`src/rtl/mips_pkg.sv`:
```
// Shared definitions for the fetch stage: word width, instruction field
// positions, fetch state encoding and the all-zero halt word.
package mips_pkg;

    localparam int WORD_W     = 32;
    localparam int OPCODE_MSB = 31;
    localparam int OPCODE_LSB = 26;
    localparam int IMM_MSB    = 15;
    localparam int IMM_LSB    = 0;
    localparam int JIDX_MSB   = 25;
    localparam int JIDX_LSB   = 0;

    localparam logic [WORD_W-1:0] NOP_WORD = 32'h0000_0000;

    typedef enum logic {
        RUN  = 1'b0,
        HALT = 1'b1
    } fetch_state_t;

endpackage

```
`src/rtl/pc_fetch_unit_next_pc_sel.sv`:
```
// Combinational next-PC priority mux (jr > j > branch > sequential) with
// the target adders and the alignment / range checks on the chosen target.
module next_pc_sel
    import mips_pkg::*;
#(
    parameter int MEM_WORDS = 256
) (
    input  logic [WORD_W-1:0] pc_i,
    input  logic              branch_taken_i,
    input  logic [15:0]       branch_imm_i,
    input  logic              jump_i,
    input  logic [25:0]       jump_index_i,
    input  logic              jump_reg_i,
    input  logic [WORD_W-1:0] jr_target_i,
    output logic [WORD_W-1:0] pc_plus4_o,
    output logic [WORD_W-1:0] next_pc_o,
    output logic              misaligned_o,
    output logic              out_of_range_o
);

    // One extra bit so the byte limit itself can never wrap to zero.
    localparam logic [WORD_W:0] PC_LIMIT = 33'(MEM_WORDS) * 33'd4;

    logic [WORD_W-1:0] branch_target;
    logic [WORD_W-1:0] jump_target;

    assign pc_plus4_o    = pc_i + 32'd4;
    assign branch_target = pc_plus4_o + {{14{branch_imm_i[15]}}, branch_imm_i, 2'b00};
    assign jump_target   = {pc_plus4_o[31:28], jump_index_i, 2'b00};

    always_comb begin
        next_pc_o = pc_plus4_o;
        if (jump_reg_i) begin
            next_pc_o = jr_target_i;
        end else if (jump_i) begin
            next_pc_o = jump_target;
        end else if (branch_taken_i) begin
            next_pc_o = branch_target;
        end
    end

    assign misaligned_o   = (next_pc_o[1:0] != 2'b00);
    assign out_of_range_o = ({1'b0, next_pc_o} >= PC_LIMIT);

endmodule

```
`src/rtl/pc_fetch_unit.sv`:
```
// Program counter stage feeding instruction memory: holds PC, run/halt
// state, fault flag and a saturating retired-instruction counter.
module pc_fetch_unit
    import mips_pkg::*;
#(
    parameter logic [WORD_W-1:0] RESET_PC     = 32'h0000_0000,
    parameter int                MEM_WORDS    = 256,
    parameter int                HALT_ON_ZERO = 1
) (
    input  logic              clk,
    input  logic              reset,
    input  logic              stall,
    input  logic              branch_taken,
    input  logic [15:0]       branch_imm,
    input  logic              jump,
    input  logic [25:0]       jump_index,
    input  logic              jump_reg,
    input  logic [WORD_W-1:0] jr_target,
    input  logic [WORD_W-1:0] instruction,
    output logic [WORD_W-1:0] pc,
    output logic [WORD_W-1:0] pc_plus4,
    output logic              halted,
    output logic              fault,
    output logic [WORD_W-1:0] retired_count
);

    fetch_state_t      state_q, state_d;
    logic [WORD_W-1:0] pc_q, pc_d;
    logic [WORD_W-1:0] count_q, count_d;
    logic              fault_q, fault_d;

    logic [WORD_W-1:0] next_pc;
    logic              misaligned;
    logic              out_of_range;
    logic [WORD_W-1:0] count_inc;
    logic              zero_halt;

    next_pc_sel #(
        .MEM_WORDS(MEM_WORDS)
    ) u_next_pc_sel (
        .pc_i          (pc_q),
        .branch_taken_i(branch_taken),
        .branch_imm_i  (branch_imm),
        .jump_i        (jump),
        .jump_index_i  (jump_index),
        .jump_reg_i    (jump_reg),
        .jr_target_i   (jr_target),
        .pc_plus4_o    (pc_plus4),
        .next_pc_o     (next_pc),
        .misaligned_o  (misaligned),
        .out_of_range_o(out_of_range)
    );

    assign count_inc = (count_q == '1) ? count_q : count_q + 32'd1;
    assign zero_halt = (HALT_ON_ZERO != 0) && (instruction == NOP_WORD);

    // A faulting target still retires the instruction that produced it,
    // whereas the zero word is never retired.
    always_comb begin
        state_d = state_q;
        pc_d    = pc_q;
        count_d = count_q;
        fault_d = fault_q;
        if (state_q == RUN && !stall) begin
            if (zero_halt) begin
                state_d = HALT;
            end else if (misaligned || out_of_range) begin
                state_d = HALT;
                fault_d = 1'b1;
                count_d = count_inc;
            end else begin
                pc_d    = next_pc;
                count_d = count_inc;
            end
        end
    end

    always_ff @(posedge clk) begin
        if (reset) begin
            state_q <= RUN;
            pc_q    <= RESET_PC;
            count_q <= '0;
            fault_q <= 1'b0;
        end else begin
            state_q <= state_d;
            pc_q    <= pc_d;
            count_q <= count_d;
            fault_q <= fault_d;
        end
    end

    assign pc            = pc_q;
    assign halted        = (state_q == HALT);
    assign fault         = fault_q;
    assign retired_count = count_q;

endmodule

```
`config.mk`:
```
export PLATFORM = sky130hd
export DESIGN_NAME = pc_fetch_unit
export DESIGN_NICKNAME = d
export VERILOG_FILES = /design/src/rtl/mips_pkg.sv /design/src/rtl/pc_fetch_unit_next_pc_sel.sv /design/src/rtl/pc_fetch_unit.sv
export SDC_FILE = /design/constraint.sdc
export NUM_CORES = 1
export LEC_CHECK = 0
export ABC_AREA = 1
export CAP_MARGIN = 20
export CORE_MARGIN = 4
export CORE_UTILIZATION = 25
export CTS_BUF_LIST = sky130_fd_sc_hd__clkbuf_8
export CTS_CLUSTER_DIAMETER = 30
export DETAILED_ROUTE_END_ITERATION = 16
export GPL_ROUTABILITY_DRIVEN = 0
export SLEW_MARGIN = 5
export SYNTH_ARGS = -nofsm -noshare
export SYNTH_HDL_FRONTEND = slang
export SYNTH_SLANG_ARGS = --single-unit
```
`constraint.sdc`:
```
create_clock -name clk -period 3.5 [get_ports clk]
set_clock_uncertainty 0.2 [all_clocks]
set_input_delay 0.7 -clock clk [delete_from_list [all_inputs] [get_ports clk]]
set_output_delay 0.7 -clock clk [all_outputs]
set_load 0.005 [all_outputs]
```
==> flow_metrics.py, run 1 <==
metrics = {
    "die": {
        "rows": 61,
        "core_um2": 27900,
        "ios": 210,
        "die_h_um": 177,
        "die_area_um2": 31300,
        "die_x_um": 177,
        "initial_utilization_pct": 25.5,
    },
    "hold_path": {
        "worstHoldPathType": "flip-flop to flip-flop",
    },
    "setup_path": {
        "path_buf_inv": 6,
        "cp_slowest_stage_delay_ps": 350,
        "cp.required_ps": 3560,
        "path_max_fanout": 11,
        "critPathKind": "flip-flop to flip-flop",
        "arrival_ps": 4060,
        "end_kind": "flip-flop",
        "critPathLaunchType": "flip-flop",
        "cp_slowest_cell": "dfxtp_2",
        "cpMostUsedCell": "nand2_2",
        "crit_family": "simple AND/OR/NAND/NOR gates",
    },
    "route": {
        "drt_iter0_drc": 702,
        "totalWireLength_um": 35300,
        "viasPerCell": 4.75,
        "vias": 10328,
        "dr.pass1.iters": 5,
        "antenna_left": 0,
        "drc": 0,
        "wl_per_cell_um": 16.2,
    },
    "synth": {
        "ys_warn_count": 0,
        "synth_area_leader_cell": "nand2_1",
        "synth_cell_types": 44,
        "synth-edff-count": 0,
        "ys_seq_elements": 66,
        "syn-cell-area_um2": 7130,
        "synth_top_area_share_pct": 24.3,
        "async_reset_ff_share_pct": 0,
        "synth_seq_area_share_pct": 18.5,
        "synth.avg_cell_area_um2": 5.40,
        "synth_cells": 1320,
        "synthTopCellsByArea": "nand2_1 (24%), dfxtp_1 (19%), inv_1 (11%)",
        "syn_nets": 1465,
        "synth_ff_type": "dfxtp_1",
    },
    "clock_tree": {
        "cts.sinks": 66,
        "cts_max_level": 3,
        "cts_tree": "done",
        "clockBufferDepth": 2,
        "hold_buffers": 0,
        "cts_root_buf": "clkbuf_8",
        "clk_latency_ps": 350,
        "numCtsBuffers": 9,
        "clk_pin_slew_ps": 90,
    },
    "global_routing": {
        "grt_pass1_vias": 10021,
        "antenna_found_initial": 0,
        "grt_pass1_wl_um": 52100,
        "grt_overflow_total": 0,
        "grt_use_total_pct": 20.9,
        "grt_max_degree": 42,
    },
    "timing": {
        "final.period_utilization_pct": 114,
        "hold_slack_ps": 272,
        "fmax_mhz": 250,
        "slew_violations": 0,
        "setup_viol": 34,
        "layout_setup_ws_ps": -500,
        "relSlewSlack_pct": 53.3,
        "worstMarginPinSlew_ps": 696,
        "hold_violations": 0,
        "fin_crit_ps": 4000,
        "rsz0062_at_grt": "true",
    },
    "final_layout": {
        "drive_above_1_share_pct": 33.8,
        "antenna_cells": 0,
        "final_core_util_pct": 48.4,
        "num-nets-final": 1937,
        "nFillCells": 2745,
        "layout.cells.non_filler": 2175,
        "area_growth_pct": 89.7,
    },
    "pwr": {
        "leakage_uw": 0.00617,
        "power_density_nw_per_um2": 156,
        "worst_ir_drop_vdd_v": 0.000130,
    },
    "run_status": {
        "status": "finished, violations left",
        "violations": "negative setup slack",
    },
    "placement": {
        "dp_slack_ps": -642,
        "io_buffer_count": 209,
        "hpwl_um": 27300,
        "place_inst": 2110,
    },
    "run": {
        "drv_cap": 0,
    },
}
## power by group
part           internal [uW]  switching, uW  total (uW)
Clock                    479            321         801
Combinational            279            278         556
Sequential               747           3.19         751
Total                   1510            602        2110
## synthesized netlist by cell type, types with 2 or more instances
| master | instances |
|---|---|
| dfxtp_1 | 66 |
| nor3b_1 | 3 |
| o21ai_0 | 28 |
| and3_1 | 2 |
| nand3b_1 | 5 |
| nor3_1 | 28 |
| ha_1 | 32 |
| buf_4 | 4 |
| or2_2 | 6 |
| buf_2 | 4 |
| inv_2 | 5 |
| nor2_1 | 146 |
| xor2_1 | 27 |
| nor3_2 | 2 |
| a21oi_1 | 84 |
| a21boi_1 | 2 |
| inv_1 | 200 |
| nor4_1 | 17 |
| and2_1 | 5 |
| o21a_1 | 2 |
| clkbuf_1 | 21 |
| buf_1 | 3 |
| clkinv_1 | 4 |
| nand4_1 | 35 |
| xnor2_1 | 6 |
| mux2i_1 | 5 |
| nand3_1 | 95 |
| nor2_2 | 4 |
| nand2_1 | 462 |
| nand2_2 | 3 |
## cell families after synthesis
kind of cell | count (synthesis) | share of synthesized area [%]
mux | 5 | 0.702
xor+xnor | 33 | 4.05
flops | 66 | 18.5
fa+ha+maj | 33 | 5.90
buf+inv | 241 | 13.0
simple gates | 816 | 48.5
compound gates | 126 | 9.37
## timing repair
action                     CTS  global route
cloned                       1             1
setup endpoints to repair   34            36
pin swaps                   64           111
buffers inserted            24            23
gates resized for setup    236           158
hold endpoints to repair     0             0
## final cells by class
| class | count | area, um2 | area share [%] |
|---|---|---|---|
| Sequential cell | 66 | 1360 | 10.1 |
| Tap cell | 378 | 473 | 3.50 |
| Clock buffer | 9 | 124 | 0.916 |
| Clock inverter | 7 | 125 | 0.925 |
| Multi-Input combinational cell | 1013 | 6270 | 46.4 |
| Inverter | 209 | 795 | 5.87 |
| Timing Repair Buffer | 493 | 4370 | 32.3 |
## layout by cell type (no fill, tap or decap), types with 7 or more instances in the layout
cell type | Yosys | final
nand3_1 | 95 | 65
clkbuf_8 | 0 | 9
buf_4 | 4 | 256
a21oi_2 | 0 | 13
inv_2 | 5 | 30
dfxtp_2 | 0 | 7
nand3_2 | 1 | 27
nor2_1 | 146 | 102
o21ai_0 | 28 | 26
nor4_1 | 17 | 17
nand2_2 | 3 | 83
inv_1 | 200 | 171
a21oi_1 | 84 | 67
buf_6 | 0 | 24
nor2_2 | 4 | 21
nand2_1 | 462 | 358
nor2_4 | 1 | 28
ha_1 | 32 | 8
nand2_4 | 0 | 20
dfxtp_1 | 66 | 51
nor3_1 | 28 | 23
nand4_1 | 35 | 35
dfxtp_4 | 0 | 8
xor2_1 | 27 | 21
ha_4 | 0 | 23
clkdlybuf4s50_1 | 0 | 208
## flip-flops by register name, summed over array words and instances (netlist names)
signal	flops
pc	32
retired_count	32
fault	1
halted	1
## tightest hold or removal path, stage by stage, from the launching register on
cell,delay (ps)
dfxtp_1,320
inv_1,60
a21oi_1,60
## routing by layer
layer  vias up  part of all wire (%)  wire, um  GRT usage [%]
li1       5127                     -         -              -
met1      4698                    40     14000           25.1
met2       421                    48     17100           36.7
met3        82                   7.7      2730           4.27
met4         0                   4.2      1470           8.03
met5         -                     0         0              0
## stage by stage
stage / power, uW / TNS (ps) / area (um2)
after global placement: 1240 / -19590 / 11400
after detailed placement: 1240 / -20750 / 11400
after CTS: 2090 / -6920 / 12800
after global routing: 2200 / -20720 / 13500
after floorplan: 964 / 0 / 7150
final: 2110 / -15520 / 13500
## worst paths after layout
check	from	endpoint	slack, ps	cells past startpoint
worst max-delay path	pc[4]	pc[19]	-500	28
worst min-delay path	halted	halted	270	2
worst max register to register	pc[4]	pc[19]	-500	28
worst min register to register	halted	halted	270	2
Power figures use the tool's default switching activity.
==> run 2, diff against run 1 <==
CELL_PAD_IN_SITES_DETAIL_PLACEMENT = 2   (was not set)
CELL_PAD_IN_SITES_GLOBAL_PLACEMENT = 2   (was not set)
CORE_UTILIZATION = 22   (was 25)
PLACE_DENSITY_LB_ADDON = 0.1   (was not set)
==> run 2 against run 1 <==
Net effect: the run still ends with negative setup slack left; power up 0.71%; flip-flop and latch count unchanged; maximum frequency down 8.3%; first-iteration DRC count down 14%; cell area up 4.1%; worst hold slack better by 11 ps; non-clock buffer count up 17; die area up 13%; cell count up 3.4%; setup slack worse by 360 ps; sequential share of layout area down 0.34 points; register-to-register slack worse by 360 ps; largest power group is now registers.
==> flow_metrics.py, run 2 (synthesis gave the netlist of run 1 again) <==
metrics = {
    "run_status": {
        "status": "finished, violations left",
        "violations": "negative setup slack",
    },
    "final_layout": {
        "final_common_cell": "nand2_1",
        "drive_above_1_share_pct": 38.1,
        "area_growth_pct": 97.6,
        "final_core_util_pct": 44.3,
        "final_cell_mix": "nand2_1 (328), buf_4 (265), clkdlybuf4s50_1 (204), inv_1 (170), nand2_2 (110)",
        "layout.cells.non_filler": 2250,
        "seq_area_um2": 1370,
        "num-nets-final": 1954,
        "nFillCells": 3657,
        "multi_input_area_um2": 6590,
    },
    "pwr": {
        "leakage_uw": 0.00637,
        "p_clk_share_pct": 35.1,
        "switchingPower_uw": 748,
        "power_density_nw_per_um2": 151,
        "comb_power_share_pct": 29.6,
        "worst_ir_drop_vdd_v": 0.000131,
        "p_total_uw": 2120,
        "power_frac_seq_pct": 35.3,
        "p_int_uw": 1370,
        "switching_share_pct": 35.2,
    },
    "setup_path": {
        "cpMostUsedCell": "nand2_1",
        "critPathKind": "flip-flop to flip-flop",
        "end_kind": "flip-flop",
        "worstReg2RegEnd": "pc[26]",
        "cp.required_ps": 3570,
        "path_max_fanout": 8,
        "crit_family": "simple AND/OR/NAND/NOR gates",
        "cp_slowest_stage_delay_ps": 390,
        "path_buf_inv": 6,
        "r2r.worst_path.cells": 28,
        "cp_slowest_cell": "dfxtp_4",
        "arrival_ps": 4430,
        "critPathLaunchType": "flip-flop",
        "r2r-start": "pc[2]",
        "reg2reg_slack_ps": -860,
    },
    "route": {
        "antenna_left": 0,
        "wl_per_cell_um": 24.2,
        "totalWireLength_um": 54600,
        "drt_iter0_drc": 603,
        "drc": 0,
        "dr.pass1.iters": 5,
        "viasPerCell": 4.95,
        "vias": 11144,
    },
    "run": {
        "drv_cap": 0,
    },
    "die": {
        "die_h_um": 188,
        "die_area_um2": 35300,
        "core_um2": 31800,
        "initial_utilization_pct": 22.4,
        "die_x_um": 188,
        "ios": 210,
        "rows": 65,
    },
    "global_routing": {
        "antenna_found_initial": 0,
        "grt_overflow_total": 0,
        "grtUsageMet2_pct": 44.6,
        "use_met3_pct": 3.29,
        "grt_max_degree": 42,
        "grt_pass1_vias": 11942,
        "use_met1_pct": 34.5,
        "grt_use_total_pct": 26.0,
        "grt_pass1_wl_um": 71600,
        "busiest_layer": "met2",
    },
    "timing": {
        "hold_violations": 0,
        "hold_slack_ps": 283,
        "fin_crit_ps": 4360,
        "slew_violations": 0,
        "relSlewSlack_pct": 51.0,
        "fmax_mhz": 229,
        "worstMarginPinSlew_ps": 734,
        "setup_viol": 36,
        "final.period_utilization_pct": 125,
        "layout_setup_ws_ps": -864,
        "rsz0062_at_grt": "true",
    },
    "clock_tree": {
        "clk_pin_slew_ps": 100,
        "clk_latency_ps": 390,
        "cts_tree": "done",
        "cts_max_level": 3,
        "clockBufferDepth": 2,
        "cts_root_buf": "clkbuf_8",
        "numCtsBuffers": 9,
        "cts.sinks": 66,
    },
    "hold_path": {
        "worstHoldPathType": "flip-flop to flip-flop",
        "hold_end": "pc[0]",
        "min_path_cells": 2,
        "min_from": "pc[0]",
    },
    "placement": {
        "place_inst": 2186,
        "hpwl_um": 36400,
        "io_buffer_count": 209,
    },
}
run 2: layout make-up:
| class | instances | share of cell area [%] |
|---|---|---|
| tap | 435 | 3.86 |
| clock buffer | 9 | 0.879 |
| sequential | 66 | 9.72 |
| multi-input combinational | 1013 | 46.8 |
| inverter | 209 | 5.68 |
| timing repair buffer | 510 | 32.5 |
| antenna | 1 | 0.0178 |
| clock inverter | 7 | 0.551 |
run 2: how the worst max path moves through the flow:
stage | endpoint | startpoint | slack, ps | cells after the start
final | pc[26] | pc[2] | -860 | 28
after floorplan | pc[19] | pc[3] | 60 | 27
after CTS | pc[2] | pc[8] | -450 | 29
after global routing | pc[26] | pc[13] | -1060 | 29
after global placement | pc[6] | pc[10] | -820 | 28
after detailed placement | pc[2] | pc[10] | -930 | 27
run 2: what timing repair did:
item	4_1_cts	5_1_grt
cloned	0	1
endpoints found under the hold margin	0	0
hold buffers	0	0
pin swaps	70	124
setup endpoints to repair	40	44
gates resized for setup	241	249
setup buffers	24	22
run 2: power groups by stage:
stage	Clock, uW	Sequential [uW]	Combinational [uW]
2_1_floorplan	0	774	190
3_3_place_gp	0	774	484
3_5_place_dp	0	774	496
4_1_cts	748	751	545
5_1_grt	796	750	666
6_report	744	749	628
run 2: per-layer routing:
metal | wire [um] | vias up
met5 | 0 | -
met4 | 1710 | 0
met3 | 2410 | 98
met2 | 27000 | 311
met1 | 23400 | 5592
li1 | - | 5143
run 2: per-stage QoR:
stage          worst slack (ps)  area, um2  setup TNS, ps
2_1_floorplan              61.2       7150              0
3_3_place_gp               -824      11600         -27420
3_5_place_dp               -929      11600         -30400
4_1_cts                    -448      12900         -14070
5_1_grt                   -1060      14100         -34630
6_report                   -864      14100         -27390
run 2: worst register-to-register path, delay by kind of cell (launching register included):
family,cells,cell delay [ps]
buffers and inverters,6,900
adders and majority gates,1,300
AOI/OAI and AO/OA,1,60
DFF,1,390
xor gates and xnor gates,1,150
and+or+nand+nor,19,2230
==> run 3, diff against run 2 <==
TNS_END_PERCENT = 5   (was not set)
==> run 3 against run 2 <==
Net effect: sequential share of layout area about the same; power about the same; clock-buffer cell count unchanged; die area is the same; critical endpoint is now pc[12]; global-route usage barely moved; the flow still finishes with violations (negative setup slack); setup slack got worse by 24 ps; combinational power rose by 0.8%; worst hold slack got worse by 1.3 ps; sequential power is essentially flat.
==> flow_metrics.py, run 3 (synthesis gave the netlist of run 1 again) <==
metrics = {
    "setup_path": {
        "cp.required_ps": 3580,
        "critPathKind": "flip-flop to flip-flop",
        "arrival_ps": 4470,
        "path_max_fanout": 8,
        "critPathLaunchType": "flip-flop",
        "r2r.worst_path.cells": 27,
        "end_kind": "flip-flop",
    },
    "global_routing": {
        "grt_use_total_pct": 26.0,
        "antenna_found_initial": 0,
        "grt_max_degree": 42,
        "grt_pass1_wl_um": 71600,
        "grt_pass1_vias": 11946,
        "grt_overflow_total": 0,
    },
    "die": {
        "die_x_um": 188,
        "ios": 210,
        "core_um2": 31800,
        "die_h_um": 188,
        "rows": 65,
        "initial_utilization_pct": 22.4,
        "die_area_um2": 35300,
    },
    "pwr": {
        "worst_ir_drop_vdd_v": 0.000134,
        "p_total_uw": 2120,
        "power_density_nw_per_um2": 151,
        "leakage_uw": 0.00634,
    },
    "route": {
        "vias": 11315,
        "drc": 0,
        "dr.pass1.iters": 5,
        "wl_per_cell_um": 24.8,
        "drt_iter0_drc": 619,
        "antenna_left": 0,
        "totalWireLength_um": 55700,
        "viasPerCell": 5.04,
    },
    "timing": {
        "relSlewSlack_pct": 50.7,
        "layout_setup_ws_ps": -887,
        "hold_violations": 0,
        "fmax_mhz": 228,
        "setup_viol": 38,
        "hold_slack_ps": 282,
        "rsz0062_at_grt": "true",
        "final.period_utilization_pct": 125,
        "worstMarginPinSlew_ps": 739,
        "fin_crit_ps": 4390,
        "slew_violations": 0,
    },
    "final_layout": {
        "final_common_cell": "nand2_1",
        "final_cell_mix": "nand2_1 (328), buf_4 (263), clkdlybuf4s50_1 (205), inv_1 (169), nand2_2 (109)",
        "num-nets-final": 1951,
        "drive_above_1_share_pct": 38.1,
        "final_area_um2": 14000,
        "area_growth_pct": 97.0,
    },
    "clock_tree": {
        "clk_pin_slew_ps": 100,
        "cts_root_buf": "clkbuf_8",
        "cts.sinks": 66,
        "clockBufferDepth": 2,
        "hold_buffers": 0,
        "cts_max_level": 3,
        "numCtsBuffers": 9,
        "cts_tree": "done",
        "clk_latency_ps": 390,
    },
    "run": {
        "drv_cap": 0,
    },
    "hold_path": {
        "worstHoldPathType": "flip-flop to flip-flop",
        "min_path_cells": 2,
    },
    "run_status": {
        "status": "finished, violations left",
        "violations": "negative setup slack",
    },
    "placement": {
        "place_area_um2": 11600,
        "hpwl_um": 36400,
        "dp_slack_ps": -929,
        "io_buffer_count": 209,
    },
}
-- run 3: cell types whose count changed in the layout (fill, tap and decap cells not counted), sizes merged --
| cell | change |
|---|---|
| buf | -3 |
| clkdlybuf4s50 | +1 |
| dlymetal6s2s | -1 |
-- run 3: critical path: stages, from the launching register on --
cell and delay, ps:
dfxtp_4 390, buf_12 110, nand2_8 60, nor2_4 180, nand2_8 100, nor2_4 140, xor2_2 210, inv_2 120
ha_4 300, buf_4 160, nand2_1 90, nand2_1 110, nand2_1 80, nand2_1 110, inv_1 70, nand2_2 100
inv_1 70, nand2_1 90, nand2_1 80, nand3_1 110, nand3_1 120, a21boi_1 260, nand3_1 200, nor2_4 210
nand3_4 150, nand2_4 140, clkbuf_16 200, a21oi_1 70
-- run 3: stage by stage --
stage,std cells,TNS [ps],utilization (%)
global placement,2186,-27420,36.6
CTS,2226,-14070,40.7
floorplan,1320,0,-
detailed placement,2186,-30400,36.6
global route,2246,-34820,44.2
finish,2247,-28320,44.2
-- run 3: area by class of cell --
cell class / count / area (um2)
antenna: 1 / 2.50
clock buffer: 9 / 124
clock inverter: 7 / 77.6
fill: 3676 / 17800
inverter: 209 / 802
multi-input combinational: 1013 / 6570
sequential: 66 / 1370
tap: 435 / 544
timing repair buffer: 507 / 4550
-- run 3: repair_timing --
| action | CTS | global route |
|---|---|---|
| resized for setup | 241 | 248 |
| gates cloned | 0 | 1 |
| setup buffers | 24 | 19 |
| endpoints found under the setup margin | 40 | 44 |
| pin swaps | 70 | 118 |
-- run 3: path summary, 6_finish.rpt --
path | startpoint | endpoint | slack, ps
max | pc[7] | pc[12] | -890
min | pc[0] | pc[0] | 280
max reg2reg | pc[7] | pc[12] | -890
min reg2reg | pc[0] | pc[0] | 280
-- run 3: metal layers --
metal  global-route usage [%]  share of wire, %
met5                        0                 0
met1                     34.6                43
met3                     3.20               4.1
met2                     44.6                50
met4                     6.49               2.9
-- run 3: where the power goes --
group	total [uW]	internal (uW)	switching [uW]
clock network	740	334	406
logic	633	294	340
registers	749	746	3.45
total	2120	1370	749
